[src/rtl/pifo_client_pkg.sv]
// Shared encodings for the PIFO tree client: command opcodes and controller states.
package pifo_client_pkg;

  localparam logic OpPush = 1'b0;
  localparam logic OpPop  = 1'b1;

  typedef logic [1:0] client_state_t;

  localparam client_state_t StIdle  = 2'd0;
  localparam client_state_t StRun   = 2'd1;
  localparam client_state_t StDrain = 2'd2;

endpackage

[src/rtl/pifo_pop_tracker.sv]
// Delay line that follows each issued pop (valid + tree id) for POP_LAT cycles,
// so the tap lines up with the cycle in which the tree presents its pop data.
module pifo_pop_tracker
  import pifo_client_pkg::*;
#(
  parameter int unsigned POP_LAT = 4,
  parameter int unsigned TIDW    = 2
) (
  input  logic            i_clk,
  input  logic            i_rst,
  input  logic            i_pop,
  input  logic [TIDW-1:0] i_tree_id,
  output logic            o_valid,
  output logic [TIDW-1:0] o_tree_id
);

  logic [POP_LAT-1:0]           vld_q, vld_d;
  logic [POP_LAT-1:0][TIDW-1:0] tid_q, tid_d;

  always_comb begin
    vld_d    = '0;
    tid_d    = '0;
    vld_d[0] = i_pop;
    tid_d[0] = i_pop ? i_tree_id : '0;
    for (int unsigned i = 1; i < POP_LAT; i++) begin
      vld_d[i] = vld_q[i-1];
      tid_d[i] = tid_q[i-1];
    end
  end

  always_ff @(posedge i_clk) begin
    if (i_rst) begin
      vld_q <= '0;
      tid_q <= '0;
    end else begin
      vld_q <= vld_d;
      tid_q <= tid_d;
    end
  end

  assign o_valid   = vld_q[POP_LAT-1];
  assign o_tree_id = tid_q[POP_LAT-1];

endmodule

[src/rtl/pifo_tree_client.sv]
// PIFO tree client: buffers push/pop commands, issues them to the tree port and
// returns pop responses in order. Optional statistics counters: PIFO_CLIENT_STATS_EN.
module pifo_tree_client
  import pifo_client_pkg::*;
#(
  parameter int unsigned PTW      = 16,
  parameter int unsigned MTW      = 0,
  parameter int unsigned TREE_NUM = 4,
  parameter int unsigned POP_LAT  = 4,
  parameter int unsigned CTW      = 10,
  localparam int unsigned DW      = MTW + PTW,
  localparam int unsigned TIDW    = $clog2(TREE_NUM)
) (
  input  logic            i_clk,
  input  logic            i_rst,
  // Command side
  input  logic            i_cmd_valid,
  output logic            o_cmd_ready,
  input  logic            i_cmd_op,
  input  logic [TIDW-1:0] i_cmd_tree_id,
  input  logic [DW-1:0]   i_cmd_data,
  // Tree port
  output logic            o_push,
  output logic            o_pop,
  output logic [TIDW-1:0] o_tree_id,
  output logic [DW-1:0]   o_push_data,
  input  logic            i_task_fifo_full,
  input  logic [DW-1:0]   i_pop_data,
  // Responses
  output logic            o_rsp_valid,
  output logic [DW-1:0]   o_rsp_data,
  output logic [TIDW-1:0] o_rsp_tree_id,
  output logic            o_rsp_empty,
  // Control and statistics
  input  logic            i_drain,
  output logic            o_drained,
  output logic [CTW-1:0]  o_push_cnt,
  output logic [CTW-1:0]  o_pop_cnt,
  output logic [CTW-1:0]  o_empty_cnt
);

  localparam int unsigned OW = $clog2(POP_LAT + 2);
  localparam logic [OW-1:0] OutOne = OW'(1);

  client_state_t state_q, state_d;

  // Two-entry command buffer; entry 0 is the oldest.
  logic [1:0]           cnt_q, cnt_d;
  logic [1:0]           op_q, op_d;
  logic [1:0][TIDW-1:0] tid_q, tid_d;
  logic [1:0][DW-1:0]   data_q, data_d;

  logic            push_q, push_d;
  logic            pop_q, pop_d;
  logic [TIDW-1:0] tree_id_q, tree_id_d;
  logic [DW-1:0]   push_data_q, push_data_d;

  logic            rsp_valid_q, rsp_valid_d;
  logic [DW-1:0]   rsp_data_q, rsp_data_d;
  logic [TIDW-1:0] rsp_tid_q, rsp_tid_d;
  logic            rsp_empty_q, rsp_empty_d;

  logic [OW-1:0]   outst_q, outst_d;

  logic            trk_valid;
  logic [TIDW-1:0] trk_tid;

  logic accept, issue, active;
  logic wr_idx;

  assign active      = (state_q == StRun) || (state_q == StDrain);
  assign o_cmd_ready = (cnt_q != 2'd2) && (state_q == StRun) && !i_rst;
  assign accept      = i_cmd_valid && o_cmd_ready;
  assign issue       = (cnt_q != 2'd0) && active && !i_task_fifo_full;

  always_comb begin
    op_d   = op_q;
    tid_d  = tid_q;
    data_d = data_q;
    cnt_d  = cnt_q;
    wr_idx = 1'b0;
    if (issue) begin
      op_d[0]   = op_q[1];
      tid_d[0]  = tid_q[1];
      data_d[0] = data_q[1];
      cnt_d     = cnt_q - 2'd1;
    end
    if (accept) begin
      // After a same-cycle issue the free slot is the one just vacated.
      wr_idx         = cnt_d[0];
      op_d[wr_idx]   = i_cmd_op;
      tid_d[wr_idx]  = i_cmd_tree_id;
      data_d[wr_idx] = i_cmd_data;
      cnt_d          = cnt_d + 2'd1;
    end
  end

  always_comb begin
    push_d      = issue && (op_q[0] == OpPush);
    pop_d       = issue && (op_q[0] == OpPop);
    tree_id_d   = issue ? tid_q[0] : '0;
    push_data_d = push_d ? data_q[0] : '0;
  end

  pifo_pop_tracker #(
    .POP_LAT (POP_LAT),
    .TIDW    (TIDW)
  ) u_pop_tracker (
    .i_clk     (i_clk),
    .i_rst     (i_rst),
    .i_pop     (pop_q),
    .i_tree_id (tree_id_q),
    .o_valid   (trk_valid),
    .o_tree_id (trk_tid)
  );

  always_comb begin
    rsp_valid_d = trk_valid;
    rsp_data_d  = trk_valid ? i_pop_data : '0;
    rsp_tid_d   = trk_valid ? trk_tid : '0;
    rsp_empty_d = trk_valid && (&i_pop_data);
  end

  always_comb begin
    outst_d = outst_q;
    case ({pop_q, rsp_valid_q})
      2'b10:   outst_d = outst_q + OutOne;
      2'b01:   outst_d = outst_q - OutOne;
      default: outst_d = outst_q;
    endcase
  end

  // Leaving DRAIN looks at next-cycle outstanding so o_drained rises right after the last response.
  always_comb begin
    state_d = state_q;
    case (state_q)
      StIdle:  if (!i_drain) state_d = StRun;
      StRun:   if (i_drain) state_d = StDrain;
      StDrain: if ((cnt_q == 2'd0) && (outst_d == '0)) state_d = StIdle;
      default: state_d = StIdle;
    endcase
  end

  always_ff @(posedge i_clk) begin
    if (i_rst) begin
      state_q     <= StIdle;
      cnt_q       <= '0;
      op_q        <= '0;
      tid_q       <= '0;
      data_q      <= '0;
      push_q      <= 1'b0;
      pop_q       <= 1'b0;
      tree_id_q   <= '0;
      push_data_q <= '0;
      rsp_valid_q <= 1'b0;
      rsp_data_q  <= '0;
      rsp_tid_q   <= '0;
      rsp_empty_q <= 1'b0;
      outst_q     <= '0;
    end else begin
      state_q     <= state_d;
      cnt_q       <= cnt_d;
      op_q        <= op_d;
      tid_q       <= tid_d;
      data_q      <= data_d;
      push_q      <= push_d;
      pop_q       <= pop_d;
      tree_id_q   <= tree_id_d;
      push_data_q <= push_data_d;
      rsp_valid_q <= rsp_valid_d;
      rsp_data_q  <= rsp_data_d;
      rsp_tid_q   <= rsp_tid_d;
      rsp_empty_q <= rsp_empty_d;
      outst_q     <= outst_d;
    end
  end

  assign o_push        = push_q;
  assign o_pop         = pop_q;
  assign o_tree_id     = tree_id_q;
  assign o_push_data   = push_data_q;
  assign o_rsp_valid   = rsp_valid_q;
  assign o_rsp_data    = rsp_data_q;
  assign o_rsp_tree_id = rsp_tid_q;
  assign o_rsp_empty   = rsp_empty_q;
  assign o_drained     = (state_q == StIdle) || i_rst;

`ifdef PIFO_CLIENT_STATS_EN
  localparam logic [CTW-1:0] CntOne = CTW'(1);

  logic [CTW-1:0] push_cnt_q, push_cnt_d;
  logic [CTW-1:0] pop_cnt_q, pop_cnt_d;
  logic [CTW-1:0] empty_cnt_q, empty_cnt_d;

  // Counters stick at all-ones rather than wrapping.
  always_comb begin
    push_cnt_d  = push_cnt_q;
    pop_cnt_d   = pop_cnt_q;
    empty_cnt_d = empty_cnt_q;
    if (push_q && (push_cnt_q != '1))       push_cnt_d  = push_cnt_q + CntOne;
    if (pop_q && (pop_cnt_q != '1))         pop_cnt_d   = pop_cnt_q + CntOne;
    if (rsp_empty_q && (empty_cnt_q != '1)) empty_cnt_d = empty_cnt_q + CntOne;
  end

  always_ff @(posedge i_clk) begin
    if (i_rst) begin
      push_cnt_q  <= '0;
      pop_cnt_q   <= '0;
      empty_cnt_q <= '0;
    end else begin
      push_cnt_q  <= push_cnt_d;
      pop_cnt_q   <= pop_cnt_d;
      empty_cnt_q <= empty_cnt_d;
    end
  end

  assign o_push_cnt  = push_cnt_q;
  assign o_pop_cnt   = pop_cnt_q;
  assign o_empty_cnt = empty_cnt_q;
`else
  assign o_push_cnt  = '0;
  assign o_pop_cnt   = '0;
  assign o_empty_cnt = '0;
`endif

endmodule
[config.mk]
export PLATFORM = sky130hd
export DESIGN_NAME = pifo_tree_client
export DESIGN_NICKNAME = d
export VERILOG_FILES = /design/src/rtl/pifo_client_pkg.sv /design/src/rtl/pifo_pop_tracker.sv /design/src/rtl/pifo_tree_client.sv
export SDC_FILE = /design/constraint.sdc
export NUM_CORES = 1
export LEC_CHECK = 0
export CORE_AREA = 2 2 131 69
export DETAILED_ROUTE_END_ITERATION = 16
export DIE_AREA = 0 0 133 71
export PLACE_DENSITY = 0.78
export SLEW_MARGIN = 10
export SYNTH_ARGS = -nofsm -noshare
export SYNTH_HDL_FRONTEND = slang
export SYNTH_SLANG_ARGS = --single-unit
export TNS_END_PERCENT = 50
[constraint.sdc]
create_clock -name i_clk -period 3.27 [get_ports i_clk]
set_clock_uncertainty 0.1 [all_clocks]
set_input_delay 0.327 -clock i_clk [delete_from_list [all_inputs] [get_ports i_clk]]
set_output_delay 0.327 -clock i_clk [all_outputs]
set_load 0.02 [all_outputs]
; ---- Word level (Yosys, flattened, before mapping)
; Index checks and enable logic that the tools add are counted.
; W data, S select, Z words.
[totals]
register_bits = 97
latch_bits = 0
mem_bits_rw = 0
rom_bits = 0
input_bits = 40
output_inout_bits = 72
elab_cells = 87
n_memories = 0
[classes]
addsub = 4
multipliers = 0
n_div = 0
n_lt_le_gt_ge = 2
eq_ne = 8
n_shift = 0
muxes = 22
bitwise_logic = 5
reduce_logical = 24
[op_table]
columns = operator, count
row1 = $mux W16, 3
row2 = $bwmux W32, 1
row3 = $demux W16 S1, 1
row4 = $mux W2, 8
row5 = $reduce_and A16 Y1, 1
row6 = $logic_and A1 B1 Y1, 10
row7 = $reduce_or A2 Y1, 4
row8 = $ne A2 B2 Y1 const B, 3
row9 = $pmux W2 S3, 1
row10 = $pmux W3 S2, 1
row11 = $not A1 Y1, 5
row12 = $bwmux W4, 1
row13 = $eq A2 B1 Y1 const B, 2
row14 = $eq A2 B2 Y1 const B, 2
row15 = $logic_not A2 Y1, 2
row16 = $add A3 B1 Y3 const B, 1
row17 = $logic_not A3 Y1, 1
row18 = $mux W1, 3
row19 = $reduce_and A3 Y1, 1
row20 = $sub A3 B1 Y3 const B, 1
row21 = $add A2 B1 Y2 const B, 1
row22 = $bwmux W2, 1
row23 = $demux W2 S1, 1
row24 = $logic_not A1 Y1, 2
row25 = other kinds (7), 8

; ---- Logic depth before layout (Yosys ltp)
; Gate-level depths: netlist (run 1).
[depth]
word_depth = 11
depth_mapped = 10
depth_no_buf = 8

; ---- Hierarchy
; From an unflattened synthesis (run 1), not the netlist that was laid out.
[unflattened]
cells_unflattened = 363
area_unflattened_um2 = 3863.7
[modules_own_cells]
columns = module, instances, cells_per_inst, area_per_inst_um2, seq_area_each_um2
row1 = pifo_tree_client, 1, 338, 3502.1, 1701.6
row2 = pifo_pop_tracker, 1, 25, 361.6, 240.2

; ---- Worst setup path after synthesis (run 1)
; Ideal clock, no wire load.
[synth_path]
kind = register to register
start = reg state_q[0]
end = reg data_q[21] in the netlist's numbering
setup_ns = 0.128
arrival_time_ns = 2.341
required_time_ns = 3.042
setup_slack_ns = 0.701
path_stages_with_launch = 11
n_path_buf = 3
period_less_slack_ns = 2.569
cell_sequence = dfxtp_1 inv_1 ha_1 nor3b_4 xnor2_1 clkbuf_1 ha_1 buf_2 buf_2 mux2i_1 nor2_1
[synth_between]
elab_chain_len = 10
elab_cells_between_ends = 15
cone_classes = 2 x order compare / 2 x eq/ne / 4 x mux / 7 x reduce/logical
[synth_lines]
columns = item, line_no
row1 = start: declaration, pifo_tree_client.sv:45  ; client_state_t state_q, state_d;
row2 = start signal: assignment, pifo_tree_client.sv:146  ; state_q <= StIdle;
row3 = start signal: assignment, pifo_tree_client.sv:161  ; state_q <= state_d;
row4 = $eq A2 B1 Y1 or $eq A2 B2 Y1 (tied branches), "pifo_tree_client.sv:71, pifo_tree_client.sv:72"
row5 = $logic_or A1 B1 Y1, pifo_tree_client.sv:71  ; assign active = (state_q == StRun) || (state_q == StDrain);
row6 = $logic_and A1 B1 Y1 (2 in series), pifo_tree_client.sv:74  ; assign issue = (cnt_q != 2'd0) && active && !i_task_fifo_full;
row7 = $mux W2, pifo_tree_client.sv:82  ; if (issue) begin
row8 = $lt A1 B2 Y1 (not written as such) or $ge A1 B1 Y1 (tied branches), pifo_tree_client.sv:93  ; data_d[wr_idx] = i_cmd_data;
row9 = $logic_and A1 B1 Y1 (not written as such), pifo_tree_client.sv:93
row10 = $mux W16 (not written as such), pifo_tree_client.sv:93
row11 = $demux W16 S1, pifo_tree_client.sv:93
row12 = $bwmux W32, pifo_tree_client.sv:93
row13 = end signal: assignment, pifo_tree_client.sv:165  ; data_q <= data_d;
row14 = end: declaration, pifo_tree_client.sv:51  ; logic [1:0][DW-1:0] data_q, data_d;
; Parallel ways exist; a longest one is shown, timed or not.
; A chain may end at the register's enable or synchronous reset.

; ---- Worst setup path after layout (run 1)
[layout_path]
start = reg state_q[0]
end = reg data_q[12] in the netlist's numbering
[layout_between]
elab_chain_len = 11
elab_cells_between_ends = 17
cone_classes = 2 x order compare / 2 x eq/ne / 6 x mux / 7 x reduce/logical
[layout_lines]
columns = item, line_no
row1 = $eq A2 B1 Y1 or $eq A2 B2 Y1 (tied branches), "pifo_tree_client.sv:71, pifo_tree_client.sv:72"
row2 = $logic_or A1 B1 Y1, pifo_tree_client.sv:71
row3 = $logic_and A1 B1 Y1 (2 in series), pifo_tree_client.sv:74
row4 = $mux W2, pifo_tree_client.sv:82
row5 = $lt A1 B2 Y1 (not written as such) or $ge A1 B1 Y1 (tied branches), pifo_tree_client.sv:93
row6 = $logic_and A1 B1 Y1 (not written as such), pifo_tree_client.sv:93
row7 = $mux W16 (not written as such), pifo_tree_client.sv:93
row8 = $demux W16 S1, pifo_tree_client.sv:93
row9 = $bwmux W32, pifo_tree_client.sv:93
row10 = $mux W16 (*), pifo_tree_client.sv:88  ; if (accept) begin
; Every way passes the cells marked *; elsewhere a longest branch is shown, timed or not.

==> results of run 1 <==
[cell type report]
type	count	area share
Timing Repair Buffer	88	0.175
Multi-Input combinational cell	254	0.334
Inverter	7	0.00535
Clock buffer	13	0.0530
Tap cell	117	0.0298
Clock inverter	2	0.00764
Sequential cell	97	0.395
[cell families after synthesis]
group / share of synthesized area
simple gates: 0.220
fa+ha+maj: 0.0314
mux: 0.0550
xor+xnor: 0.00687
other cells: 0.000981
flops: 0.508
compound gates: 0.0844
buf+inv: 0.0936
[through the flow]
stage	instances	setup WS, ps
final	578	462
after floorplan	411	701
after global routing	578	250
after detailed placement	563	457
after CTS	578	482
after global placement	563	555
[power by group through the flow]
stage | logic [mW] | clock network, mW | registers, mW
3_3_place_gp | 0.602 | 0 | 1.32
2_1_floorplan | 0.478 | 0 | 1.31
4_1_cts | 0.631 | 1.07 | 1.29
3_5_place_dp | 0.627 | 0 | 1.32
6_report | 0.635 | 1.04 | 1.29
5_1_grt | 0.702 | 1.12 | 1.30
[cells in the final DEF, fill, tap and decap left out, types with 3 or more instances in the layout]
cell type / instances
nand2_1: 40
a21oi_1: 3
and2_1: 39
nor2_1: 25
inv_1: 7
conb_1: 30
a311oi_1: 9
a311oi_2: 10
mux2i_1: 21
dfxtp_1: 97
nor2b_1: 13
clkdlybuf4s50_1: 80
ha_1: 8
nand3_1: 5
a31oi_1: 3
nor3_1: 22
nand4_1: 4
clkbuf_16: 9
buf_4: 7
[registers in the layout, indices dropped and copies added, names as in the netlist, 2 cells and up]
register,flops
data_q,32
state_q,2
o_rsp_tree_id,2
u_pop_tracker.o_tree_id,2
op_q,2
o_rsp_data,16
o_push_data,16
u_pop_tracker.tid_d,6
outst_q,3
tid_q,4
u_pop_tracker.vld_q,4
o_tree_id,2
cnt_q,2
[metal layers]
metal	routed length, microns	vias to the layer above	GRT usage	share of wire
met3	712	13	0.0638	0.086
met1	4050	1304	0.262	0.49
met5	0	-	0	0
li1	-	1364	-	-
met2	3420	120	0.250	0.41
met4	117	0	0.0633	0.014
[worst max-delay path: stages (launching register included)]
cell	delay, ps
dfxtp_1	350
inv_1	90
ha_1	310
nor3b_4	170
xnor2_2	790
nand2b_1	430
buf_4	290
a311oi_2	120
[worst paths after layout]
kind | startpoint | slack (ps) | depth (start not counted) | endpoint
worst max-delay path | state_q[0] | 460 | 7 | data_q[12]
worst min register to register | u_pop_tracker.o_tree_id[1] | 320 | 1 | o_rsp_tree_id[1]
worst min-delay path | i_rst | 240 | 2 | u_pop_tracker.vld_q[1]
worst max register to register | state_q[0] | 460 | 7 | data_q[12]
==> flow_metrics.tcl, run 1 <==
set metrics [dict create \
    drt_pass1_iterations 4 \
    synth_most_common_cell "dfxtp_1" \
    leakage_nw 1.82 \
    antenna_cells 0 \
    hold_slack_ps 238 \
    grt_max_degree 54 \
    wire_per_inst_microns 14.4 \
    switching_share 0.282 \
    grt_overflow 0 \
    layout-area-overhead-vs-synth_pct 28.4 \
    netlist_top_cells_count "dfxtp_1, nand2_1, and2_1, buf_4, nor2_1" \
    drt_iter0_drc 174 \
    syn_avg_cell_area_sq_um 10.0 \
    required_ps 3370 \
    tns_ps 0 \
    grt_pass1_vias 2552 \
    design_power_total_mw 2.97 \
    synth_top_area_share 0.508 \
    antenna_found_initial 0 \
    vias 2801 \
    post-cts-setup-buffers 0 \
    final_nets 506 \
    power.internal_mw 2.13 \
    multiInputGateArea_sq_um 1640 \
    drive_gt1_frac 0.0803 \
    yosysWarnings 0 \
    fp.dieArea_sq_um 9440 \
    power.density_nw_per_um2 605 \
    seqPwrFrac 0.435 \
    wirelength_microns 8300 \
    io_buffer_count 81 \
    fin_crit_ps 2810 \
    finalMaxSlewViolations 0 \
    synth-edff-count 0 \
    synthTopCellsByArea "dfxtp_1, and2_1, buf_4" \
    rsz0062_at_grt "no" \
    tritoncts "built" \
    p_sw_mw 0.838 \
    num_rows 24 \
    place_hpwl_microns 5850 \
    ios 112 \
    syn_inst 382 \
    final_util 0.586 \
    die_h_microns 71 \
    cts_resized 0 \
    final_hold_viol_count 0 \
    clk_pin_slew_ps 60 \
    regArea_sq_um 1940 \
    ant_nets 0 \
    syn_area_sq_um 3820 \
    clockRootBuffer "clkbuf_16" \
    gp_congestion 0.809 \
    tightestPinTransition_ps 1030 \
    grt_pass1_wl_microns 13300 \
    finalCritPeriodShare 0.859 \
    track_usage 0.182 \
    setup_viol 0 \
    clock.fmax_mhz 356 \
    clock-sinks 97 \
    clk_latency_ps 340 \
    synthDistinctLibCells 38 \
    ir_drop_mv 0.310 \
    clockBufferDepth 2 \
    yosysSeqAreaShare 0.508 \
    p_clk_frac 0.352 \
    path_class "reg -> reg" \
    cts_hold_buf 0 \
    async_flop_share 0 \
    fillCellCount 685 \
    slew_headroom 0.309 \
    postSynth.topFlopCell "dfxtp_1" \
    cp_max_fo 21 \
    synth-seq-cells 97 \
    cts_buffers 9 \
    core_area_sq_um 8380 \
    htree_levels 3 \
    viasPerCell 4.85 \
    drv_cap 0 \
    arrival_ps 2910 \
    die_w_microns 133 \
    dpl-instance-area_sq_um 4610 \
    drc 0 \
    worstHoldPathType "in -> reg" \
    status "finished, final reports clean" \
    stdcell_area_sq_um 4910 \
    synth_top_cell_by_area "dfxtp_1" \
    p_comb_frac 0.214 \
    cp-start-kind "flop" \
    crit_path_end_kind "flop" \
    start_util 0.456 \
]
Power figures use the tool's default switching activity.
==> inputs of run 2 (changes only) <==
--- a/config.mk
+++ b/config.mk
@@ -5,9 +5,10 @@
 export SDC_FILE = /design/constraint.sdc
 export NUM_CORES = 1
 export LEC_CHECK = 0
-export CORE_AREA = 2 2 131 69
+export CORE_AREA = 3 3 132 70
+export CTS_CLUSTER_SIZE = 30
 export DETAILED_ROUTE_END_ITERATION = 16
-export DIE_AREA = 0 0 133 71
+export DIE_AREA = 0 0 135 73
 export PLACE_DENSITY = 0.78
 export SLEW_MARGIN = 10
 export SYNTH_ARGS = -nofsm -noshare
==> flow_metrics.tcl, run 2 (synthesized netlist as in run 1, its figures left out) <==
set metrics [dict create \
    slowest_delay_ps 330 \
    final_hold_viol_count 0 \
    drt_iter0_drc 120 \
    drc 0 \
    gp_congestion 0.727 \
    power.internal_mw 2.02 \
    layout_commonest_cell "dfxtp_1" \
    die_h_microns 73 \
    arrival_ps 2490 \
    die_w_microns 135 \
    drv_cap 0 \
    cp_max_fo 22 \
    crit_chain "inv_1 > ha_1 > nor3b_4 > nand2_1 > buf_4 > inv_1 > ha_1 > buf_4 > mux2i_1 > nor2_1" \
    antenna_found_initial 0 \
    finalCritPeriodShare 0.732 \
    switching_share 0.289 \
    final_nets 506 \
    grt_max_degree 62 \
    design_power_total_mw 2.84 \
    cp-start-kind "flop" \
    power.density_nw_per_um2 584 \
    cp_slowest_cell "dfxtp_1" \
    finalMaxSlewViolations 0 \
    start_util 0.476 \
    fp.dieArea_sq_um 9860 \
    antenna_cells 0 \
    clock-sinks 97 \
    clockRootBuffer "clkbuf_16" \
    p_clk_frac 0.322 \
    largest_register "data_q" \
    post-cts-setup-buffers 0 \
    setup_slack_ps 878 \
    dpl-instance-area_sq_um 4610 \
    vias 2770 \
    cts_resized 0 \
    grt_overflow 0 \
    tightestPinTransition_ps 888 \
    cts_buffers 9 \
    ant_nets 0 \
    drt_pass1_iterations 4 \
    p_comb_frac 0.224 \
    p_sw_mw 0.820 \
    wirelength_microns 7540 \
    clockBufferDepth 2 \
    regArea_sq_um 1940 \
    place_hpwl_microns 4990 \
    rsz0062_at_grt "no" \
    clk_pin_slew_ps 60 \
    largest_register_ffs 32 \
    place_inst 558 \
    slew_headroom 0.406 \
    grt_pass1_wl_microns 12200 \
    final_cell_mix "dfxtp_1, clkdlybuf4s50_1, nand2_1, and2_1, conb_1" \
    layout-area-overhead-vs-synth_pct 27.2 \
    clk_latency_ps 330 \
    fin_crit_ps 2390 \
    required_ps 3360 \
    tritoncts "built" \
    multiInputGateArea_sq_um 1640 \
    status "finished, final reports clean" \
    worstHoldPathType "reg -> reg" \
    cts_hold_buf 0 \
    ios 112 \
    track_usage 0.157 \
    path_class "reg -> reg" \
    drive_gt1_frac 0.0781 \
    htree_levels 3 \
    ir_drop_mv 0.260 \
    wire_per_inst_microns 13.2 \
    final_util 0.606 \
    final-instance-count-excl-fill 573 \
    grt_pass1_vias 2539 \
    core_area_sq_um 8030 \
    tns_ps 0 \
    crit_path_end_kind "flop" \
    place_ws_ps 907 \
    hold_slack_ps 323 \
    stdcell_area_sq_um 4860 \
    seqPwrFrac 0.454 \
    viasPerCell 4.83 \
    io_buffer_count 81 \
    num_rows 23 \
    setup_viol 0 \
    fillCellCount 658 \
    leakage_nw 1.81 \
    clock.fmax_mhz 418 \
]
## run 2: changes by cell type in the layout (fill, tap and decap cells not counted)
cell	delta
clkbuf_8	-2
clkinv_2	+2
bufinv_16	-1
clkbuf_1	+1
clkinv_4	+1
clkinvlp_4	-1
## run 2: area by class of cell
| class | count | share of cell area |
|---|---|---|
| well taps | 112 | 0.0288 |
| multi-input cells | 254 | 0.337 |
| clock buffers | 12 | 0.0486 |
| inverters | 7 | 0.00540 |
| repair buffers | 88 | 0.177 |
| clock inverters | 3 | 0.00386 |
| flip-flops and latches | 97 | 0.399 |
## run 2: power groups by stage
stage          Clock, mW  Combinational, mW  Sequential, mW
3_3_place_gp           0              0.612            1.31
5_1_grt            0.981              0.702            1.30
2_1_floorplan          0              0.478            1.31
3_5_place_dp           0              0.626            1.32
4_1_cts            0.942              0.635            1.29
6_report           0.916              0.635            1.29
## run 2: critical path: cells and delay by family, from the launching register on
kind	cells	cell delay, ps
flops	1	330
simple gates	3	300
fa+ha+maj	2	500
mux	1	230
buf+inv	4	760
## run 2: per-layer routing
| layer | track usage | vias up | routed length (microns) |
|---|---|---|---|
| li1 | - | 1374 | - |
| met1 | 0.195 | 1261 | 3390 |
| met2 | 0.260 | 121 | 3430 |
| met3 | 0.0530 | 14 | 602 |
| met4 | 0.0525 | 0 | 107 |
| met5 | 0 | - | 0 |
## run 2: final timing paths
kind                                            startpoint               end  slack, ps  depth (start not counted)
worst max register to register                    cnt_q[0]        data_q[17]        880                         10
worst max-delay path                              cnt_q[0]        data_q[17]        880                         10
worst min register to register  u_pop_tracker.o_tree_id[0]  o_rsp_tree_id[0]        320                          1
worst min-delay path            u_pop_tracker.o_tree_id[0]  o_rsp_tree_id[0]        320                          1
==> inputs of run 3 (changes only) <==
--- a/config.mk
+++ b/config.mk
@@ -5,11 +5,11 @@
 export SDC_FILE = /design/constraint.sdc
 export NUM_CORES = 1
 export LEC_CHECK = 0
-export CORE_AREA = 3 3 132 70
+export CORE_AREA = 3 3 139 74
 export CTS_CLUSTER_SIZE = 30
 export DETAILED_ROUTE_END_ITERATION = 16
-export DIE_AREA = 0 0 135 73
-export PLACE_DENSITY = 0.78
+export DIE_AREA = 0 0 142 77
+export PLACE_DENSITY = 0.74
 export SLEW_MARGIN = 10
 export SYNTH_ARGS = -nofsm -noshare
 export SYNTH_HDL_FRONTEND = slang
==> constraint.sdc (replaced) <==
create_clock -name i_clk -period 2 [get_ports i_clk]
set_clock_uncertainty 0.1 [all_clocks]
set_input_delay 0.2 -clock i_clk [delete_from_list [all_inputs] [get_ports i_clk]]
set_output_delay 0.2 -clock i_clk [all_outputs]
set_load 0.02 [all_outputs]
==> flow_metrics.tcl, run 3 (synthesized netlist as in run 1, its figures left out) <==
set metrics [dict create \
    clk_pin_slew_ps 70 \
    tightestPinTransition_ps 494 \
    seqPwrFrac 0.414 \
    drc 0 \
    slowest_delay_ps 400 \
    antenna_found_initial 0 \
    final_nets 525 \
    largest_register_ffs 32 \
    die_w_microns 142 \
    met2_usage 0.243 \
    rsz0062_at_grt "yes" \
    clock-sinks 97 \
    clockRootBuffer "clkbuf_16" \
    drv_cap 0 \
    p_comb_frac 0.254 \
    finalMaxSlewViolations 0 \
    place_hpwl_microns 6270 \
    num_rows 25 \
    drt_iter0_drc 220 \
    setup_slack_ps -27.6 \
    grt_pass1_wl_microns 14000 \
    final_hold_viol_count 0 \
    finalCritPeriodShare 1.01 \
    fillCellCount 787 \
    clockBufferDepth 2 \
    ios 112 \
    grt.met1_usage 0.222 \
    final_cell_mix "dfxtp_1, clkdlybuf4s50_1, nand2_1, and2_1, conb_1" \
    htree_levels 3 \
    final_util 0.562 \
    clk_latency_ps 340 \
    use_met3 0.0498 \
    switching_share 0.297 \
    fin_crit_ps 2030 \
    status "finished with violations" \
    viasPerCell 4.84 \
    power.density_nw_per_um2 990 \
    fp.dieArea_sq_um 10900 \
    ant_nets 0 \
    top_usage_layer "met2" \
    p_clk_frac 0.331 \
    setup_viol 7 \
    regArea_sq_um 1950 \
    antenna_cells 0 \
    largest_register "data_q" \
    tritoncts "built" \
    place_ws_ps -97.3 \
    vias 2912 \
    layout-area-overhead-vs-synth_pct 35.5 \
    track_usage 0.162 \
    violations "setup timing" \
    worstHoldPathType "in -> reg" \
    cp-start-kind "flop" \
    io_buffer_count 81 \
    start_util 0.414 \
    leakage_nw 1.93 \
    power.internal_mw 3.61 \
    clock.fmax_mhz 493 \
    required_ps 2180 \
    die_h_microns 77 \
    path_class "reg -> reg" \
    cp_max_fo 4 \
    wire_per_inst_microns 14.8 \
    wirelength_microns 8920 \
    multiInputGateArea_sq_um 1710 \
    core_area_sq_um 9230 \
    cts_buffers 9 \
    layout_commonest_cell "dfxtp_1" \
    ir_drop_mv 0.452 \
    p_sw_mw 1.52 \
    drive_gt1_frac 0.152 \
    grt_max_degree 42 \
    drt_pass1_iterations 4 \
    slew_headroom 0.661 \
    design_power_total_mw 5.13 \
    grt_overflow 0 \
    arrival_ps 2200 \
    grt_pass1_vias 2814 \
    crit_chain "inv_4 > ha_4 > fa_2 > xnor2_2 > o32a_1 > a2111o_1 > nand3_1" \
    crit_path_end_kind "flop" \
    tns_ps -108 \
    cp_slowest_cell "a2111o_1" \
    gp_congestion 0.724 \
]
[run 3: final timing paths]
| check | from | to | slack (ps) | cells past startpoint |
|---|---|---|---|---|
| max | o_pop | state_q[0] | -30 | 7 |
| min | i_rst | outst_q[0] | 30 | 2 |
| max reg2reg | o_pop | state_q[0] | -30 | 7 |
| min reg2reg | u_pop_tracker.o_tree_id[0] | o_rsp_tree_id[0] | 330 | 1 |
[run 3: through the flow]
step	area, sq um	instances	hold WS (ps)
global route	5180	602	35.1
detailed placement	4790	580	315
floorplan	4000	411	222
CTS	5090	596	15.3
global placement	4790	580	311
finish	5180	602	31.3
[run 3: critical path, delay by kind of cell, from the launching register on]
| kind | cells | cell delay [ps] |
|---|---|---|
| AOI/OAI and AO/OA | 2 | 750 |
| adders and majority gates | 2 | 500 |
| DFF | 1 | 350 |
| xor gates and xnor gates | 1 | 150 |
| and+or+nand+nor | 1 | 80 |
| buffers and inverters | 1 | 40 |
[run 3: power by group through the flow]
stage | combinational, mW | clock (mW) | sequential [mW]
3_5_place_dp | 1.18 | 0 | 2.16
3_3_place_gp | 1.12 | 0 | 2.16
2_1_floorplan | 0.831 | 0 | 2.15
4_1_cts | 1.17 | 1.75 | 2.12
6_report | 1.30 | 1.70 | 2.13
5_1_grt | 1.42 | 1.81 | 2.13
[run 3: repair_timing]
item,4_1_cts,5_1_grt
cloned,0,1
gates resized for setup,5,7
buffers inserted,0,5
endpoints found under the setup margin,5,35
hold buffers,0,0
pin swaps,3,0
[run 3: cell type report]
class / count / area share
flip-flops and latches: 97 / 0.376
repair buffers: 107 / 0.202
multi-input cells: 254 / 0.330
well taps: 121 / 0.0292
clock buffers: 10 / 0.0442
clock inverters: 6 / 0.0130
inverters: 7 / 0.00652
[run 3: metal layers]
layer / share of wire / vias up / wire length (microns)
met3: 0.064 / 9 / 574
li1: - / 1411 / -
met4: 0.010 / 0 / 91
met1: 0.47 / 1390 / 4190
met5: 0 / - / 0
met2: 0.46 / 102 / 4060
